--- config.mk ---
export PLATFORM = sky130hd
export DESIGN_NAME = window_serializer_flat
export DESIGN_NICKNAME = d
export VERILOG_FILES = /design/src/rtl/window_serializer_if.sv /design/src/rtl/window_serializer.sv /design/src/flat_wrapper.sv
export SDC_FILE = /design/constraint.sdc
export NUM_CORES = 1
export LEC_CHECK = 0
export ABC_AREA = 1
export BUFFER_PORTS_ARGS = -buffer_cell sky130_fd_sc_hd__buf_2
export CORE_MARGIN = 1.5
export CORE_UTILIZATION = 50
export DETAILED_ROUTE_END_ITERATION = 16
export PLACE_DENSITY = 0.8
export SLEW_MARGIN = 20
export SYNTH_ARGS = -nofsm -noshare
export SYNTH_HDL_FRONTEND = slang
export SYNTH_SLANG_ARGS = --single-unit
--- constraint.sdc ---
create_clock -name i_clk -period 2.9 [get_ports i_clk]
set_clock_uncertainty 0.1 [all_clocks]
set_input_delay 0.58 -clock i_clk [delete_from_list [all_inputs] [get_ports i_clk]]
set_output_delay 0.58 -clock i_clk [all_outputs]
set_load 0.05 [all_outputs]
--- src/rtl/window_serializer_if.sv ---
`default_nettype none
// ============================================================================
// window_serializer_if : block-load and pixel-stream handshake bundle
// Revision: 1.0
// ============================================================================
interface window_serializer_if #(
   parameter int N           = 3,
   parameter int PXL_CHANNEL = 8
);
   logic                                  i_load;
   logic [N-1:0][2:0][PXL_CHANNEL-1:0]    i_whole_data;
   logic                                  o_ready;
   logic                                  i_ready;
   logic                                  o_enable_tx;
   logic [2:0][PXL_CHANNEL-1:0]           o_data;
   logic                                  o_last;
   logic                                  o_eol;

   // master = block source / pixel sink, slave = the serializer
   modport master (
      output i_load, i_whole_data, i_ready,
      input  o_ready, o_enable_tx, o_data, o_last, o_eol
   );

   modport slave (
      input  i_load, i_whole_data, i_ready,
      output o_ready, o_enable_tx, o_data, o_last, o_eol
   );
endinterface
`default_nettype wire

--- src/rtl/window_serializer.sv ---
`default_nettype none
// ============================================================================
// window_serializer : N-pixel parallel block in, one pixel per transfer out,
//                     oldest first, with raster end-of-line flagging.
// Revision: 1.0
// ============================================================================
module window_serializer #(
   parameter int N           = 3,
   parameter int PXL_CHANNEL = 8,
   parameter int LINE_W      = 640
) (
   input  logic                      i_clk,
   input  logic                      i_reset_n,
   window_serializer_if.slave        bus
);

   localparam int c_CNT_W = (N > 1) ? $clog2(N) : 1;
   localparam int c_COL_W = (LINE_W > 1) ? $clog2(LINE_W) : 1;
   localparam logic [c_CNT_W-1:0] c_CNT_LAST = c_CNT_W'(N - 1);
   localparam logic [c_COL_W-1:0] c_COL_LAST = c_COL_W'(LINE_W - 1);
   localparam logic [c_CNT_W-1:0] c_CNT_ONE  = c_CNT_W'(1);
   localparam logic [c_COL_W-1:0] c_COL_ONE  = c_COL_W'(1);

   typedef enum logic [0:0] {
      S_IDLE = 1'b0,
      S_SEND = 1'b1
   } state_t;

   state_t                              r_state;
   state_t                              w_state_nxt;
   logic [N-1:0][2:0][PXL_CHANNEL-1:0]  r_buf;
   logic [c_CNT_W-1:0]                  r_cnt;
   logic [c_CNT_W-1:0]                  w_cnt_nxt;
   logic [c_COL_W-1:0]                  r_col;
   logic [c_COL_W-1:0]                  w_col_nxt;
   logic [c_CNT_W-1:0]                  w_idx;
   logic                                w_send;
   logic                                w_at_last;
   logic                                w_xfer;
   logic                                w_ready;
   logic                                w_capture;

   always_ff @(posedge i_clk or negedge i_reset_n) begin
      if (!i_reset_n) begin
         r_state <= S_IDLE;
         r_buf   <= '0;
         r_cnt   <= '0;
         r_col   <= '0;
      end else begin
         r_state <= w_state_nxt;
         r_cnt   <= w_cnt_nxt;
         r_col   <= w_col_nxt;
         if (w_capture) begin
            r_buf <= bus.i_whole_data;
         end
      end
   end

   always_comb begin
      w_send      = (r_state == S_SEND);
      w_at_last   = w_send && (r_cnt == c_CNT_LAST);
      w_xfer      = w_send && bus.i_ready;
      // A new block slots in on the same edge the final pixel leaves
      w_ready     = !w_send || (w_at_last && bus.i_ready);
      w_capture   = bus.i_load && w_ready;
      w_idx       = c_CNT_LAST - r_cnt;
      w_state_nxt = r_state;
      w_cnt_nxt   = r_cnt;
      w_col_nxt   = r_col;

      case (r_state)
         S_IDLE: begin
            if (bus.i_load) begin
               w_state_nxt = S_SEND;
               w_cnt_nxt   = '0;
            end
         end
         S_SEND: begin
            if (w_xfer) begin
               if (!w_at_last) begin
                  w_cnt_nxt = r_cnt + c_CNT_ONE;
               end else begin
                  w_cnt_nxt   = '0;
                  w_state_nxt = bus.i_load ? S_SEND : S_IDLE;
               end
            end
         end
         default: begin
            w_state_nxt = S_IDLE;
            w_cnt_nxt   = '0;
         end
      endcase

      if (w_xfer) begin
         w_col_nxt = (r_col == c_COL_LAST) ? '0 : r_col + c_COL_ONE;
      end
   end

   assign bus.o_ready     = w_ready;
   assign bus.o_enable_tx = w_send;
   assign bus.o_data      = w_send ? r_buf[w_idx] : '0;
   assign bus.o_last      = w_at_last;
   assign bus.o_eol       = w_send && (r_col == c_COL_LAST);

endmodule
`default_nettype wire

--- src/flat_wrapper.sv ---
// flat-port wrapper written by rule: the top's interface ports become plain ports
module window_serializer_flat 
#(
   parameter int N           = 3,
   parameter int PXL_CHANNEL = 8,
   parameter int LINE_W      = 640
)
  (i_clk, i_reset_n, bus_i_load, bus_i_whole_data, bus_i_ready, bus_o_ready, bus_o_enable_tx, bus_o_data, bus_o_last, bus_o_eol);
  window_serializer_if #(.N(N), .PXL_CHANNEL(PXL_CHANNEL)) bus_i ();
  input  logic i_clk;
  input  logic i_reset_n;
  input wire logic [$bits(bus_i.i_load)-1:0] bus_i_load;
  input wire logic [$bits(bus_i.i_whole_data)-1:0] bus_i_whole_data;
  input wire logic [$bits(bus_i.i_ready)-1:0] bus_i_ready;
  output wire logic [$bits(bus_i.o_ready)-1:0] bus_o_ready;
  output wire logic [$bits(bus_i.o_enable_tx)-1:0] bus_o_enable_tx;
  output wire logic [$bits(bus_i.o_data)-1:0] bus_o_data;
  output wire logic [$bits(bus_i.o_last)-1:0] bus_o_last;
  output wire logic [$bits(bus_i.o_eol)-1:0] bus_o_eol;
  assign bus_i.i_load = bus_i_load;
  assign bus_i.i_whole_data = bus_i_whole_data;
  assign bus_i.i_ready = bus_i_ready;
  assign bus_o_ready = bus_i.o_ready;
  assign bus_o_enable_tx = bus_i.o_enable_tx;
  assign bus_o_data = bus_i.o_data;
  assign bus_o_last = bus_i.o_last;
  assign bus_o_eol = bus_i.o_eol;
  window_serializer #(.N(N), .PXL_CHANNEL(PXL_CHANNEL), .LINE_W(LINE_W)) u_core (.i_clk(i_clk), .i_reset_n(i_reset_n), .bus(bus_i));
endmodule
==> run metrics, run 1 <==
CTS Sinks=85; register area share after synthesis=51.42%; setup_tns=0 ns; CTS resizes=0; final-report hold violation count=0; cell-by-cell trace of the critical path=inv_1 -> ha_1 -> inv_1 -> nor2_4 -> buf_12 -> buf_4 -> nand2_1 -> a21oi_2 -> buf_2; clock transition at the registers of the reported paths=0.09 ns; commonest non-fill, non-tap cells in the layout=nand2_1, buf_2, dfrtp_1; # port buffers=between 100 and 150; CTS max path bufs=2; final setup violation count=0; vias in the first global route=between 3,000 and 4,000; Yosys warning total=0; slew margin rel.=59.87%; Cell variety after synth=25; DR vias=a little under 4,000; LEAKAGE=2.709 nW; Layout area overhead=20.45%; placed cells=721; post-DP HPWL=between 7000 and 8000 um; critical path required time=around 2.2 ns; crit path kind=reg -> out; CTS Hold Buffers Added=0; layout cell share with drive strength beyond 1=around a quarter; gpl congestion=~0.84; Initial Utilization=52.71%; ANT cells=0; Max Cap Viol=0; final net count=711; worst-margin pin slew=about 0.60 ns; num ports=roughly 100; cell taking the most area after synthesis=dfrtp_1; routed wire length=approximately 11,000 um; H-tree levels=3; GR Util All Layers=~27%; Critical-path top delay cell=dfrtp_1; status=finished clean; crit path capture type=output pin; std cell rows=32; first-pass iteration count of the detailed router=5; Clock Tree Root=clkbuf_8; non-filler cells, final=about 740; Initial DRC Count=just over 300; Layout fillers=just over 700; synthesized area=a little over 4000 um^2; ranking of synthesized cells by area=dfrtp_1, nand2_1, nand3_1, nor2_1, a21oi_1; hold crit path type=in -> async; crit-path max cell delay=0.35 ns; setup repair bufs after CTS=0; Core Area=between 7000 and 8000 um^2; Mapped Nets=between 600 and 700; DR WL/cell=between 15 and 20 um; worst skew pair latency=~0.36 ns; Power Density=1337 nW/um^2; initial antenna violation count=0; RSZ-0062 raised after global routing=no; cell count after synthesis=~540; cell mode on critical path=inv_1; post-synth top area share=approximately half; DIE AREA=between 8000 and 9000 um^2; commonest non-fill, non-tap cell in the layout=nand2_1; via/cell ratio=~5.4; Routed Antenna Nets=0; Die Wd=around 94 um; final critical-path share of the clock period=between 90% and 100%; fin. max-slew vios=0; Synth Area per Inst=around 7.7 um^2; post-layout minimum cycle time=around 2.8 ns; TritonCTS Buffers=9; die height=between 90 and 100 um; # DRC=0; CP arrival=2.07 ns; peak supply drop=~0.0009 V; #FFs+latches synth=85; Remaining Overflow, GRT=0; largest net degree at the start of global routing=between 50 and 60; worst-path maximum fanout=14; Startpoint Class=flip-flop; Achievable Freq=~360 MHz; CTS tree=built; first-pass GRT wire length=roughly 18,000 um
sequential cells by signal, indices dropped and copies added (netlist names):
register                count
u_core.bus.o_enable_tx      1
u_core.r_cnt                2
u_core.r_col               10
u_core.r_buf               72
power by group:
group / switching, mW / internal (mW)
Sequential: 0.335 / 1.72
Clock: 0.416 / 0.354
Combinational: 2.77 / 1.07
cells by family (layout without fill, tap and decap cells):
family	Yosys count	count (layout)	synth area share (%)
AO/OA/AOI/OAI	55	55	6.745
multiplexers	1	1	0.2420
buffers and inverters	54	153	6.382
XOR/XNOR	3	3	0.6353
AND/OR/NAND/NOR	337	337	33.67
adder cells (fa/ha/maj)	3	3	0.9075
flip-flops	85	85	51.42
synth_stat cells:
cell type and count:
buf_2 12, buf_1 5, nand2_2 1, a21oi_1 26, xnor2_1 1, mux2i_1 1
dfrtp_1 85, a21boi_0 1, ha_1 3, nor2_1 60, clkbuf_2 1, nor2_4 2
nand2_1 192, nand3_2 1, o22ai_1 1, clkbuf_1 5, nor3_1 1, o21ai_0 26
xor2_1 2, o21ai_1 1, nand4_1 1, or2_0 1, inv_1 19, nand3_1 78
buf_4 12
routing by layer:
metal	up-vias	global-route usage, %	share of wire, %
met2	184	43.78	48
met1	1846	36.48	43
met5	-	0	0
met3	30	4.369	6.7
li1	1901	-	-
met4	0	12.31	2.7
worst max-delay path, delay by kind of cell (launching register included):
family / cells / cell delay [ns]
flip-flops: 1 / 0.35
AO/OA/AOI/OAI: 1 / 0.13
buffers and inverters: 5 / 0.69
adder cells (fa/ha/maj): 1 / 0.30
AND/OR/NAND/NOR: 2 / 0.24
worst paths after layout:
check	from	end	slack [ns]	cells past startpoint
max in group asynchronous	i_reset_n	u_core.r_buf[36]	1.98	2
worst min register to register	u_core.r_buf[40]	u_core.r_buf[40]	0.37	2
worst max-delay path	u_core.r_cnt[0]	bus_o_data[3]	0.15	9
min in group i_clk	bus_i_whole_data[25]	u_core.r_buf[25]	0.36	3
worst max register to register	u_core.r_cnt[0]	u_core.r_buf[9]	0.83	9
worst min-delay path	i_reset_n	u_core.r_buf[4]	0.08	1
stage by stage:
step / util (%) / area (um^2) / worst slack, ns / power (mW) / hold WS [ns]
global route: 63.49 / 4982 / 0.001476 / 7.132 / 0.09699
global placement: 60.87 / 4777 / 0.5128 / 5.714 / 0.3473
detailed placement: 60.87 / 4777 / 0.4186 / 5.817 / 0.3531
CTS: 63.14 / 4955 / 0.02487 / 6.592 / 0.08361
finish: 63.49 / 4982 / 0.1461 / 6.662 / 0.07741
floorplan: - / 4212 / 0.06018 / 4.921 / 0.1844
cell type report:
| cell class | count | area, um^2 | share of cell area, % |
|---|---|---|---|
| sequential | 85 | 2127 | 42.69 |
| multi-input combinational | 399 | 1823 | 36.59 |
| timing repair buffer | 118 | 655.6 | 13.16 |
| clock buffer | 12 | 155.1 | 3.114 |
| tap | 102 | 127.6 | 2.562 |
| inverter | 19 | 71.32 | 1.431 |
| clock inverter | 4 | 22.52 | 0.4520 |
No activity file was read; power rests on OpenSTA's default activity.
==> run 2: changes to the inputs <==
--- a/config.mk
+++ b/config.mk
@@ -7,10 +7,12 @@
 export LEC_CHECK = 0
 export ABC_AREA = 1
 export BUFFER_PORTS_ARGS = -buffer_cell sky130_fd_sc_hd__buf_2
+export CELL_PAD_IN_SITES_DETAIL_PLACEMENT = 0
+export CELL_PAD_IN_SITES_GLOBAL_PLACEMENT = 1
 export CORE_MARGIN = 1.5
-export CORE_UTILIZATION = 50
+export CORE_UTILIZATION = 38
 export DETAILED_ROUTE_END_ITERATION = 16
-export PLACE_DENSITY = 0.8
+export PLACE_DENSITY = 0.83
 export SLEW_MARGIN = 20
 export SYNTH_ARGS = -nofsm -noshare
 export SYNTH_HDL_FRONTEND = slang
==> run 2 against run 1 <==
Total power shrank 0.35%. Die area grew 31%. Design area grew 1.2%. Combinational power shrank 4%. First-iteration DRC count shrank 29%. Count of clock-buffer cells in the layout shrank 2. Register-to-register slack gained 0.26 ns. Wire length shrank 2.7%. Clock power grew 19%. Largest power group unchanged.
==> run metrics, run 2 (same netlist as run 1, synthesis figures left out) <==
multi-input logic area=around 1800 um^2; final net count=708; clock transition at the registers of the reported paths=0.09 ns; DR WL/cell=14.11 um; Seq pwr share=a little over 30%; CP arrival=roughly 2.0 ns; Reg with most FFs=u_core.r_buf; via/cell ratio=just under 5; # port buffers=approximately 100; CTS Hold Buffers Added=0; setup_tns=0 ns; std cell rows=37; CTS max path bufs=2; final critical-path share of the clock period=93.21%; routed wire length=between 10,000 and 15,000 um; Startpoint Class=flip-flop; layout cell share with drive strength beyond 1=between 20% and 30%; crit path capture type=output pin; CTS resizes=0; DIE AREA=around 12,000 um^2; Layout fillers=1,107; crit path kind=reg -> out; biggest regs=u_core.r_buf x72, u_core.r_col x10, u_core.r_cnt x2; crit-path max cell delay=roughly 0.4 ns; RSZ-0062 raised after global routing=no; max FFs per register=72; Clock Power Share=13.8%; slew margin rel.=48.84%; post-DP HPWL=~7300 um; die height=approximately 110 um; Max Cap Viol=0; first-pass GRT wire length=about 18,000 um; Remaining Overflow, GRT=0; vias in the first global route=~3,600; hold crit path type=in -> async; cell-by-cell trace of the critical path=ha_1 -> inv_1 -> nor2_4 -> buf_4 -> nand2_1 -> a21oi_1 -> buf_2; gpl congestion=just under 0.8; worst-path maximum fanout=8; placed cells=between 700 and 800; GR Util All Layers=between 10% and 20%; peak supply drop=0.0008126 V; LEAKAGE=around 2.7 nW; # DRC=0; Reg area=about 2100 um^2; commonest non-fill, non-tap cells in the layout=nand2_1, buf_2, dfrtp_1; Die Wd=roughly 110 um; worst-margin pin slew=0.7674 ns; final setup violation count=0; Routed Antenna Nets=0; num ports=104; Critical-path top delay cell=dfrtp_1; largest net degree at the start of global routing=74; DR vias=roughly 3,800; combinational share of power=between 50% and 60%; Power Density=around 1300 nW/um^2; initial antenna violation count=0; fin. max-slew vios=0; CTS Sinks=85; Layout area overhead=21.84%; non-filler cells, final=770; commonest non-fill, non-tap cell in the layout=nand2_1; Initial DRC Count=220; net switching fraction of the power=51.43%; Clock Tree Root=clkbuf_8; Initial Utilization=39.54%; critical path required time=2.22 ns; post-layout minimum cycle time=2.703 ns; final-report hold violation count=0; setup repair bufs after CTS=0; CTS tree=built; Achievable Freq=~370 MHz; first-pass iteration count of the detailed router=4; Int Pwr=around 3.2 mW; H-tree levels=3; TritonCTS Buffers=9; status=finished clean; Core Area=~10,000 um^2; worst skew pair latency=0.35 ns; Psw=between 3 and 4 mW
run 2: worst paths after layout:
path,start,depth (start not counted),end,slack [ns]
max,u_core.r_cnt[1],7,bus_o_data[23],0.20
min,i_reset_n,1,u_core.r_buf[56],0.1
max reg2reg,u_core.r_cnt[0],8,u_core.r_buf[46],1.09
min reg2reg,u_core.r_buf[45],2,u_core.r_buf[45],0.37
max in group asynchronous,i_reset_n,2,u_core.r_buf[30],1.95
min in group i_clk,bus_i_whole_data[60],3,u_core.r_buf[60],0.36
run 2: layer usage:
metal	vias up	GRT usage, %	wire (um)
met5	-	0	0
met4	0	6.485	157
met3	11	2.906	785
met2	126	30.39	4932
met1	1765	28.05	4988
li1	1900	-	-
run 2: power groups by stage:
stage	registers, mW	clock network (mW)	logic [mW]
final	2.02	0.918	3.70
after global routing	2.09	0.975	4.04
after CTS	2.02	0.936	3.73
after detailed placement	2.04	0	3.72
after global placement	2.03	0	3.67
after floorplan	1.97	0	2.95
run 2: through the flow:
step / hold slack (ns) / power, mW / instance area [um^2] / setup WS [ns] / utilization [%]
5_1_grt: 0.1267 / 7.111 / 5037 / 0.04045 / 48.15
6_report: 0.09672 / 6.639 / 5040 / 0.1969 / 48.17
4_1_cts: 0.1011 / 6.688 / 5037 / 0.1775 / 48.15
2_1_floorplan: 0.1844 / 4.921 / 4212 / 0.06018 / -
3_3_place_gp: 0.3476 / 5.702 / 4825 / 0.6227 / 46.11
3_5_place_dp: 0.3548 / 5.766 / 4825 / 0.5760 / 46.11
run 2: layout make-up:
class,instances,share of cell area (%)
diodes,1,0.04965
clock buffers,10,2.532
clock inverters,5,1.688
inverters,19,1.415
multi-input cells,399,36.17
flip-flops and latches,85,42.20
well taps,136,3.376
repair buffers,115,12.56
run 2: worst max-delay path, delay by kind of cell, from the launching register on:
kind            cells  cell delay, ns
compound gates      1            0.16
fa+ha+maj           1            0.30
buf+inv             3            0.58
flops               1            0.40
simple gates        2            0.25
==> run 3: changes to the inputs <==
--- a/config.mk
+++ b/config.mk
@@ -5,14 +5,14 @@
 export SDC_FILE = /design/constraint.sdc
 export NUM_CORES = 1
 export LEC_CHECK = 0
-export ABC_AREA = 1
 export BUFFER_PORTS_ARGS = -buffer_cell sky130_fd_sc_hd__buf_2
 export CELL_PAD_IN_SITES_DETAIL_PLACEMENT = 0
 export CELL_PAD_IN_SITES_GLOBAL_PLACEMENT = 1
 export CORE_MARGIN = 1.5
-export CORE_UTILIZATION = 38
+export CORE_UTILIZATION = 43
 export DETAILED_ROUTE_END_ITERATION = 16
-export PLACE_DENSITY = 0.83
+export PLACE_DENSITY = 0.84
+export RECOVER_POWER = 100
 export SLEW_MARGIN = 20
 export SYNTH_ARGS = -nofsm -noshare
 export SYNTH_HDL_FRONTEND = slang
==> run 3 against run 2 <==
The flow now finishes with violations (capacitance limit, slew limit). Largest cell class unchanged. Total power down 2.1%. Clock power down 17%. Via count down 26%. Worst setup slack worse by 0.057 ns. Design area down 1.8%. Synthesized cell count down 38%. Critical path type unchanged. Die area down 6.4%. Sequential share of layout area up 0.78 points. Wire length down 17%. Sequential power up 2%. First-iteration DRC count down 82%.
==> run metrics, run 3 <==
Die Wd=around 100 um; cell taking the most area after synthesis=dfrtp_1; Critical-path top delay cell=ha_2; Layout fillers=987; R2R depth=5; placed cells=560; register area share after synthesis=about half; RSZ-0062 raised after global routing=no; worst hold path depth=2; Synth Area in Compound Gates=4.462%; Synth Area in Adders=less than 1%; Worst Hold Launch=bus_i_whole_data[56]; mux contribution to synthesized area=roughly 30%; critical path required time=about 2.2 ns; Reg area=about 2100 um^2; # port buffers=between 100 and 150; peak supply drop=between 0.0005 and 0.0006 V; crit path capture type=output pin; TritonCTS Buffers=9; hold crit path type=in -> reg; ANT cells=0; Cell variety after synth=32; Remaining Overflow, GRT=0; DR vias=roughly 2,800; num ports=104; Core Area=between 9000 and 10,000 um^2; main flop type after synthesis=dfrtp_1; final setup violation count=0; first-pass GRT wire length=around 15,000 um; CTS Sinks=85; Layout area overhead=13.13%; worst slack, placed=0.4188 ns; clock transition at the registers of the reported paths=roughly 0.10 ns; largest family of logic cells by synthesized area=multiplexers; H-tree levels=3; final-report hold violation count=0; Reg2Reg Capture Point=u_core.r_buf[63]; final net count=518; Finished Cell Area=~4900 um^2; ranking of synthesized cells by area=dfrtp_1, mux2_4, mux2i_1, and2_1, buf_12; CTS tree=built; Final Power=between 6 and 7 mW; layout cell share with drive strength beyond 1=about a third; status=finished with violations; initial antenna violation count=0; Synth Area per Inst=roughly 13 um^2; post-layout util=50.40%; first-pass iteration count of the detailed router=4; largest net degree at the start of global routing=between 50 and 60; routed wire length=about 9000 um; biggest regs=u_core.r_buf x72, u_core.r_col x10, u_core.r_cnt x2; hold path endpoint=u_core.r_buf[56]; crit path kind=reg -> out; vias in the first global route=3,031; failing checks=capacitance limit, slew limit; Max Cap Viol=1; count leader, synth=dfrtp_1; ys async rst share=between 90% and 100%; crit-path max cell delay=roughly 0.4 ns; post-DP HPWL=approximately 6300 um; DIE AREA=around 11,000 um^2; Post-synth EDFFs=0; synth cell count leaders=dfrtp_1, mux2_4, nand2_1; Clock Tree Root=clkbuf_8; final hold slack=0.3256 ns; Yosys warning total=0; worst skew pair latency=approximately 0.35 ns; Power Density=1313 nW/um^2; Initial Utilization=about 45%; Routed Antenna Nets=0; gpl congestion=about 0.74; #FFs+latches synth=85; Post-Synth Simple-Gate Area=about a tenth; fin. max-slew vios=36; non-filler cells, final=slightly below 600; slew margin rel.=-40.19%; Initial DRC Count=39; CP arrival=roughly 2.1 ns; setup_tns=0 ns; final critical-path share of the clock period=a little over nine tenths; worst-margin pin slew=~2.1 ns; cell count after synthesis=332; multi-input logic area=1826 um^2; cell-by-cell trace of the critical path=inv_1 -> ha_2 -> buf_4 -> mux2i_1 -> o21ai_0 -> and2_1 -> buf_2; die height=a little over 100 um; post-layout minimum cycle time=between 2 and 3 ns; GR Util All Layers=around 17%; max FFs per register=72; setup slack, reg-to-reg=between 0.2 and 0.3 ns; commonest non-fill, non-tap cells in the layout=buf_2, dfrtp_1, mux2_1; synthesized area=between 4000 and 5000 um^2; commonest non-fill, non-tap cell in the layout=buf_2; Reg with most FFs=u_core.r_buf; Achievable Freq=between 300 and 400 MHz; DR WL/cell=between 15 and 20 um; xor/xnor share of the synthesized area=1.001%; FF-to-FF Start=u_core.bus.o_enable_tx; CTS max path bufs=2; Startpoint Class=flip-flop; # DRC=0; via/cell ratio=between 4 and 5; Final WS setup=between 0.1 and 0.15 ns; post-synth top area share=approximately half; CTS Hold Buffers Added=0; Mapped Nets=411; Critical Path Start=u_core.r_cnt[0]; std cell rows=36; worst-path maximum fanout=9; DP Area=~5000 um^2; LEAKAGE=between 2 and 2.5 nW
==> run 3: cell count changes after synthesis, sizes merged, moves of 3 or more <==
| cell | delta |
|---|---|
| and2 | +27 |
| nor3 | +3 |
| a21oi | -24 |
| a21o | +3 |
| mux2 | +72 |
| nor2 | -59 |
| inv | -13 |
| mux2i | +23 |
| nand3 | -73 |
| nand2 | -158 |
| buf | -15 |
==> run 3: worst max path at each step <==
stage | end | cells after the start
2_1_floorplan | bus_o_data[10] | 9
3_3_place_gp | bus_o_data[20] | 7
3_5_place_dp | bus_o_data[9] | 7
4_1_cts | bus_o_data[9] | 7
5_1_grt | u_core.r_buf[63] | 5
6_report | bus_o_data[21] | 7
==> run 3: critical path, delay by kind of cell (launching register included) <==
family / cells / cell delay, ns
flip-flops: 1 / 0.36
adder cells (fa/ha/maj): 1 / 0.40
AND/OR/NAND/NOR: 1 / 0.16
multiplexers: 1 / 0.20
AO/OA/AOI/OAI: 1 / 0.09
buffers and inverters: 3 / 0.52
==> run 3: repair_timing <==
item / CTS / global route
gates resized for setup: 0 / 7
endpoints found under the setup margin: 0 / 20
setup buffers: 0 / 1
hold endpoints to repair: 0 / 0
==> run 3: cell families after synthesis <==
| logic type | count (synthesis) |
|---|---|
| muxes | 96 |
| AOI/OAI and AO/OA | 36 |
| DFF | 85 |
| and+or+nand+nor | 83 |
| buffers and inverters | 24 |
| xor gates and xnor gates | 5 |
| adders and majority gates | 3 |
==> run 3: layer usage <==
layer  routed length, um  global-route usage [%]  part of all wire (%)
met4                 211                   7.341                   2.4
met5                   0                       0                     0
met2                4140                   27.34                    46
met3                 381                   4.010                   4.3
met1                4230                   23.28                    47
==> run 3: report_power, final <==
group	switching (mW)	total (mW)	internal, mW
Clock	0.448	0.761	0.314
Sequential	0.326	2.07	1.75
Combinational	2.30	3.66	1.36
==> run 3: layout make-up <==
class / count / share of cell area, %
Clock buffer: 9 / 2.503
Clock inverter: 7 / 1.037
Inverter: 6 / 0.4551
Multi-Input combinational cell: 223 / 36.89
Sequential cell: 85 / 42.98
Tap cell: 133 / 3.363
Timing Repair Buffer: 114 / 12.77
